**src/rtl/pmem_burst_scheduler.sv**
```systemverilog
// pmem_burst_scheduler
//   Arbitrates the single physical-memory port between the instruction-line
//   path and the data-line path. Each grant runs one 4-beat burst. Read beats
//   are assembled into a line. Write lines are serialised one beat at a time.
//   After the last beat, the granted side gets a one-cycle response.
//
//   Ports:
//     clk, rst          clock, asynchronous active-high reset
//     inst_*            instruction line read request / assembled line / resp
//     data_*            data line read or write request / assembled line / resp
//     mem_*             burst address, read/write strobes, beat data, beat resp
//
//   Optional build macro PMEM_SCHED_PERF_EN adds two wait-cycle counters:
//     inst_wait_cnt, data_wait_cnt  saturating counts of cycles in which the
//                                   side requests but does not hold the grant
module pmem_burst_scheduler #(
  parameter int unsigned LINE_W       = 256,
  parameter int unsigned BEAT_W       = 64,
  parameter int unsigned STARVE_LIMIT = 3
) (
  input  logic              clk,
  input  logic              rst,
  input  logic [31:0]       inst_addr,
  input  logic              inst_read,
  output logic [LINE_W-1:0] inst_rdata,
  output logic              inst_resp,
  input  logic [31:0]       data_addr,
  input  logic              data_read,
  input  logic              data_write,
  input  logic [LINE_W-1:0] data_wdata,
  output logic [LINE_W-1:0] data_rdata,
  output logic              data_resp,
  output logic [31:0]       mem_addr,
  output logic              mem_read,
  output logic              mem_write,
  output logic [BEAT_W-1:0] mem_wdata,
  input  logic [BEAT_W-1:0] mem_rdata,
  input  logic              mem_resp
`ifdef PMEM_SCHED_PERF_EN
  ,
  output logic [31:0]       inst_wait_cnt,
  output logic [31:0]       data_wait_cnt
`endif
);

  localparam int unsigned BEATS = LINE_W / BEAT_W;
  localparam int unsigned CW    = (BEATS > 1) ? $clog2(BEATS) : 1;
  localparam int unsigned SW    = (STARVE_LIMIT > 0) ? $clog2(STARVE_LIMIT + 1) : 1;
  localparam logic [31:0] LINE_MASK = ~32'h0000_001F;

  typedef enum logic [2:0] {
    IDLE,
    INST_RD,
    DATA_RD,
    DATA_WR,
    DONE
  } state_e;

  state_e            state_q, state_d;
  logic [CW-1:0]     beat_q, beat_d;
  logic [SW-1:0]     streak_q, streak_d;
  logic [31:0]       addr_q, addr_d;
  logic [LINE_W-1:0] wline_q, wline_d;
  logic              side_data_q, side_data_d;
  logic [LINE_W-1:0] inst_line_q, inst_line_d;
  logic [LINE_W-1:0] data_line_q, data_line_d;

  logic last_beat;
  assign last_beat = (beat_q == CW'(BEATS - 1));

  always_comb begin
    state_d     = state_q;
    beat_d      = beat_q;
    streak_d    = streak_q;
    addr_d      = addr_q;
    wline_d     = wline_q;
    side_data_d = side_data_q;
    inst_line_d = inst_line_q;
    data_line_d = data_line_q;
    mem_read    = 1'b0;
    mem_write   = 1'b0;
    mem_wdata   = '0;
    inst_resp   = 1'b0;
    data_resp   = 1'b0;

    case (state_q)
      IDLE: begin
        // A pending instruction read that has already watched STARVE_LIMIT
        // data grants go by takes priority over any data request.
        if (inst_read && (streak_q == SW'(STARVE_LIMIT))) begin
          state_d     = INST_RD;
          side_data_d = 1'b0;
          addr_d      = inst_addr & LINE_MASK;
          beat_d      = '0;
          streak_d    = '0;
        end else if (data_write || data_read) begin
          state_d     = data_write ? DATA_WR : DATA_RD;
          side_data_d = 1'b1;
          addr_d      = data_addr & LINE_MASK;
          beat_d      = '0;
          if (data_write) begin
            wline_d = data_wdata;
          end
          if (inst_read) begin
            streak_d = streak_q + 1'b1;
          end
        end else if (inst_read) begin
          state_d     = INST_RD;
          side_data_d = 1'b0;
          addr_d      = inst_addr & LINE_MASK;
          beat_d      = '0;
          streak_d    = '0;
        end
      end

      INST_RD, DATA_RD: begin
        mem_read = 1'b1;
        if (mem_resp) begin
          for (int unsigned i = 0; i < BEATS; i++) begin
            if (beat_q == CW'(i)) begin
              if (state_q == DATA_RD) begin
                data_line_d[i*BEAT_W +: BEAT_W] = mem_rdata;
              end else begin
                inst_line_d[i*BEAT_W +: BEAT_W] = mem_rdata;
              end
            end
          end
          beat_d = beat_q + 1'b1;
          if (last_beat) begin
            state_d = DONE;
          end
        end
      end

      DATA_WR: begin
        mem_write = 1'b1;
        for (int unsigned i = 0; i < BEATS; i++) begin
          if (beat_q == CW'(i)) begin
            mem_wdata = wline_q[i*BEAT_W +: BEAT_W];
          end
        end
        if (mem_resp) begin
          beat_d = beat_q + 1'b1;
          if (last_beat) begin
            state_d = DONE;
          end
        end
      end

      DONE: begin
        inst_resp = ~side_data_q;
        data_resp = side_data_q;
        state_d   = IDLE;
      end

      default: state_d = IDLE;
    endcase
  end

  always_ff @(posedge clk or posedge rst) begin
    if (rst) begin
      state_q     <= IDLE;
      beat_q      <= '0;
      streak_q    <= '0;
      addr_q      <= '0;
      wline_q     <= '0;
      side_data_q <= 1'b0;
      inst_line_q <= '0;
      data_line_q <= '0;
    end else begin
      state_q     <= state_d;
      beat_q      <= beat_d;
      streak_q    <= streak_d;
      addr_q      <= addr_d;
      wline_q     <= wline_d;
      side_data_q <= side_data_d;
      inst_line_q <= inst_line_d;
      data_line_q <= data_line_d;
    end
  end

  assign mem_addr   = addr_q;
  assign inst_rdata = inst_line_q;
  assign data_rdata = data_line_q;

`ifdef PMEM_SCHED_PERF_EN
  logic [31:0] inst_wait_q, inst_wait_d;
  logic [31:0] data_wait_q, data_wait_d;
  logic        inst_granted, data_granted;

  // The grant is held from the burst state through DONE; IDLE holds no grant.
  assign inst_granted = (state_q == INST_RD) || ((state_q == DONE) && !side_data_q);
  assign data_granted = (state_q == DATA_RD) || (state_q == DATA_WR) ||
                        ((state_q == DONE) && side_data_q);

  always_comb begin
    inst_wait_d = inst_wait_q;
    data_wait_d = data_wait_q;
    if (inst_read && !inst_granted && (inst_wait_q != '1)) begin
      inst_wait_d = inst_wait_q + 32'd1;
    end
    if ((data_read || data_write) && !data_granted && (data_wait_q != '1)) begin
      data_wait_d = data_wait_q + 32'd1;
    end
  end

  always_ff @(posedge clk or posedge rst) begin
    if (rst) begin
      inst_wait_q <= '0;
      data_wait_q <= '0;
    end else begin
      inst_wait_q <= inst_wait_d;
      data_wait_q <= data_wait_d;
    end
  end

  assign inst_wait_cnt = inst_wait_q;
  assign data_wait_cnt = data_wait_q;
`endif

endmodule

```
**config.mk**
```make
export PLATFORM = sky130hd
export DESIGN_NAME = pmem_burst_scheduler
export DESIGN_NICKNAME = d
export VERILOG_FILES = /design/src/rtl/pmem_burst_scheduler.sv
export SDC_FILE = /design/constraint.sdc
export NUM_CORES = 1
export LEC_CHECK = 0
export ABC_AREA = 1
export BUFFER_PORTS_ARGS = -buffer_cell sky130_fd_sc_hd__buf_4
export CAP_MARGIN = 20
export CORE_AREA = 4 4 392 394
export DETAILED_ROUTE_END_ITERATION = 8
export DIE_AREA = 0 0 396 398
export PLACE_DENSITY = 0.54
export SLEW_MARGIN = 0
export SYNTH_ARGS = -nofsm -noshare
export SYNTH_HDL_FRONTEND = slang
export SYNTH_SLANG_ARGS = --single-unit
export TNS_END_PERCENT = 30
```
**constraint.sdc**
```tcl
create_clock -name clk -period 22.6 [get_ports clk]
set_input_delay 1.13 -clock clk [delete_from_list [all_inputs] [get_ports clk]]
set_output_delay 1.13 -clock clk [all_outputs]
set_load 0.02 [all_outputs]
```
==> metrics.md <==
| Metric | Value |
|---|---|
| Fraction of the yosys area taken by sequential cells | 61.8% |
| Number of fill cells | 16100 |
| Cell area power density | 149 nW/um^2 |
| Detail Route Antenna Nets | 0 |
| Router iterations before antenna repair | 5 |
| Number of buffers inserted by port buffering | 986 |
| Post-CTS Resized | 0 |
| Global-route met2 utilization | approximately a quarter |
| Met3 Use GR | around 4.5% |
| Most common cell in the netlist | sky130_fd_sc_hd__nand2_1 |
| Setup Buffers After CTS | 0 |
| Worst hold slack | 0.482 ns |
| Average cell area after synthesis | around 8.9 sq um |
| Number of endpoints failing setup at the final stage | 0 |
| Least-Margin Pin Slew | about 1.1 ns |
| Static leakage | 22.4 nW |
| Clock Pin Slew Worst Setup and Hold Paths | ~0.06 ns |
| Critical path data arrival time | 3.75 ns |
| Placed Instances | 6418 |
| Routed len/inst | roughly 20 um |
| Vias in the first global route | about 28000 |
| Hold Crit Depth | 2 |
| Worst slew slack as a fraction of its limit | 26.8% |
| First-pass GRT wire length | 190000 um |
| Pin count of the biggest net entering global routing | 232 |
| Clock Tree Buf Depth | 3 |
| Category of the worst setup path capture point | output port |
| Worst Hold Class | flop to flop |
| RePlAce Congestion | 0.847 |
| Count of standard-cell rows | 142 |
| Setup repair after global routing missed its margin | no |
| Post-Syn Instances | between 3000 and 4000 |
| Final wirelength | 132000 um |
| Worst Setup Slack post-DPL | between 15 and 20 ns |
| Initial core utilization | 21.7% |
| Cell area after technology mapping | 32500 sq um |
| Count of cell types in the netlist | 25 |
| Final hold viol count | 0 |
| Outcome | finished, final reports clean |
| Area enclosed by the die boundary | 158000 sq um |
| Finished layout cell area | ~45000 sq um |
| Final standard cell utilization of the core | 29.8% |
| Worst setup skew after layout | 0.0443 ns |
| CTS H-tree depth | 3 |
| Total track usage | 16.1% |
| Final cell count without fillers | about 6600 |
| TritonCTS Buffers | 90 |
| Maximum vdd ir drop | between 60 and 70 uV |
| Sort of element at the start of the critical path | flop |
| Crit path launch | beat_q[0] |
| Number of violations reported at the end of detailed-routing iteration 0 | 1972 |
| Clock root buffer master | sky130_fd_sc_hd__clkbuf_16 |
| Synthesis Warnings | 0 |
| Vias per std cell | 4.32 |
| Destination of the worst register-to-register timing path | wline_q[224] |
| Area of the core | 150000 sq um |
| CTS Hold Buffers Added | 0 |
| Number of synthesized register bits | between 800 and 900 |
| Layout cells sized above 1 | 26.0% |
| Commonest cells in the synthesized netlist | sky130_fd_sc_hd__nand2_1 (1354), sky130_fd_sc_hd__dfrtp_1 (803), sky130_fd_sc_hd__o21ai_0 (544) |
| Final cycle utilization of the critical path | 21.6% |
| Standard cell area after detailed placement | 41600 sq um |
| Top Usage Layer GRT | met2 |
| Minimum setup slack in the final design | 17.72 ns |
| CTS tree | yes |
| Area share of the largest cell type after synthesis | 61.8% |
| Number of sinks driven by the clock tree | 803 |
| Number of flops mapped to enable cells by yosys | 0 |
| Time the worst path needs with I/O delays and setup | 4.88 ns |
| DRC violation count after routing | 0 |
| Die boundary width | 396 um |
| Critical Setup Path Class | flop to output port |
| Post-route total power | between 6 and 7 mW |
| Main synth FF type | sky130_fd_sc_hd__dfrtp_1 |
| Ranking of synthesized cells by area | sky130_fd_sc_hd__dfrtp_1 (62%), sky130_fd_sc_hd__nand2_1 (16%), sky130_fd_sc_hd__o21ai_0 (8.4%) |
| Number of cell instances on the worst register-to-register path | 8 |
| Met1 global-route usage | between 20% and 30% |
| Via count of the routed design | 28500 |
| Die height | between 300 and 400 um |
| R2R setup slack | 19.28 ns |
| Critical path peak fanout | 97 |
| Hold path start | mem_addr[11] |
| Upper clock frequency limit | a little over 0.2 GHz |
| Launch point of the worst reg-to-reg path | streak_q[0] |
| FFs w/ async S/R, synth | 100% |
| Final #Nets | 4889 |
| Post-synthesis to final-layout area growth | 37.1% |
| Setup TNS | 0 ns |
| Count of final max-slew check failures | 0 |
| Worst skew pair latency | 0.69 ns |
| Data required time at the worst endpoint | 21.47 ns |
| Sum of overflow across all layers after global routing | 0 |
| Detailed placement HPWL | roughly 94000 um |
| Max Cap Viol | 0 |
| Cell type with the highest aggregate area in the netlist | sky130_fd_sc_hd__dfrtp_1 |
| Number of antenna violations at the first check in global routing | 23 |
| Top-level port count | 1002 |
| Sink of the worst hold path | mem_addr[11] |
-- per-layer routing --
layer	up-vias	part of all wire, %
met2	1037	48
li1	13500	-
met4	6	2.9
met1	13800	41
met5	-	0.031
met3	187	8.0
-- state kept, by name, summed over array words and instances (netlist names) --
name	cells
beat_q	2
mem_addr	27
side_data_q	1
streak_q	2
wline_q	256
inst_rdata	256
state_q	3
data_rdata	256
-- layout by cell type, fill, tap and decap left out --
| cell | n |
|---|---|
| sky130_fd_sc_hd__ha_4 | 1 |
| sky130_fd_sc_hd__buf_4 | 1016 |
| sky130_fd_sc_hd__buf_12 | 3 |
| sky130_fd_sc_hd__diode_2 | 10 |
| sky130_fd_sc_hd__inv_1 | 193 |
| sky130_fd_sc_hd__bufinv_16 | 2 |
| sky130_fd_sc_hd__dfrtp_1 | 803 |
| sky130_fd_sc_hd__nor3_2 | 1 |
| sky130_fd_sc_hd__nand2_1 | 1345 |
| sky130_fd_sc_hd__nand2_2 | 2 |
| sky130_fd_sc_hd__inv_16 | 2 |
| sky130_fd_sc_hd__nor3_1 | 3 |
| sky130_fd_sc_hd__o21ai_0 | 544 |
| sky130_fd_sc_hd__inv_6 | 2 |
| sky130_fd_sc_hd__inv_4 | 1 |
| sky130_fd_sc_hd__nor2_2 | 2 |
| sky130_fd_sc_hd__clkinv_2 | 11 |
| sky130_fd_sc_hd__ha_1 | 2 |
| sky130_fd_sc_hd__clkbuf_1 | 26 |
| sky130_fd_sc_hd__nor2_1 | 4 |
| sky130_fd_sc_hd__inv_2 | 4 |
| sky130_fd_sc_hd__ha_2 | 2 |
| sky130_fd_sc_hd__nand2_4 | 10 |
| sky130_fd_sc_hd__clkbuf_8 | 22 |
| sky130_fd_sc_hd__nand4_1 | 3 |
| sky130_fd_sc_hd__nand3_1 | 33 |
| sky130_fd_sc_hd__o21ai_1 | 227 |
| sky130_fd_sc_hd__or2_2 | 1 |
| sky130_fd_sc_hd__clkbuf_16 | 90 |
| sky130_fd_sc_hd__clkinvlp_4 | 7 |
| sky130_fd_sc_hd__nor2_4 | 2 |
| sky130_fd_sc_hd__a21oi_1 | 128 |
| sky130_fd_sc_hd__o211ai_1 | 64 |
| sky130_fd_sc_hd__nor3_4 | 2 |
| sky130_fd_sc_hd__clkinv_16 | 3 |
| sky130_fd_sc_hd__conb_1 | 5 |
-- area by class of cell --
class                           instances  area, sq um  area share (%)
Sequential cell                       803        20100            45.1
Inverter                              199          753            1.69
Timing Repair Buffer                 1019         7690            17.2
Multi-Input combinational cell       2381        10600            23.7
Antenna cell                           10         25.0          0.0561
Clock buffer                          138         2650            5.95
Clock inverter                         26          308           0.690
Tap cell                             2016         2520            5.66
-- worst max-delay path by stage --
stage / endpoint / slack [ns] / cells past startpoint
final: mem_wdata[39] / 17.72 / 6
after global routing: mem_wdata[39] / 17.52 / 7
after CTS: mem_wdata[60] / 17.60 / 6
after detailed placement: mem_addr[14] / 18.04 / 6
after global placement: data_rdata[81] / 18.02 / 6
after floorplan: beat_q[0] / 10.45 / 1
-- report_power, final --
part           total [mW]  internal [mW]  leakage [nW]  switching (mW)
sequential           2.41           2.08          10.2           0.337
clock                1.47          0.838          1.43           0.627
combinational        2.77          0.997          10.8            1.78
total                6.65           3.91          22.4            2.74
-- critical path: stages (launching register included) --
cell                       delay (ns)
sky130_fd_sc_hd__dfrtp_1         0.44
sky130_fd_sc_hd__ha_1            0.27
sky130_fd_sc_hd__inv_4           0.28
sky130_fd_sc_hd__buf_4           0.85
sky130_fd_sc_hd__o211ai_1        0.37
sky130_fd_sc_hd__a21oi_1         0.56
sky130_fd_sc_hd__buf_4           0.26
-- kinds of logic (layout without fill, tap and decap cells) --
kind of cell	after synthesis	count (layout)	synth area share, %
other	1	15	0.0115
AND/OR/NAND/NOR	1408	1408	16.6
flip-flops	803	803	61.8
adder cells (fa/ha/maj)	5	5	0.192
buffers and inverters	457	1382	6.11
AO/OA/AOI/OAI	963	963	15.3
Note: power is estimated with default switching activity, not from simulation.
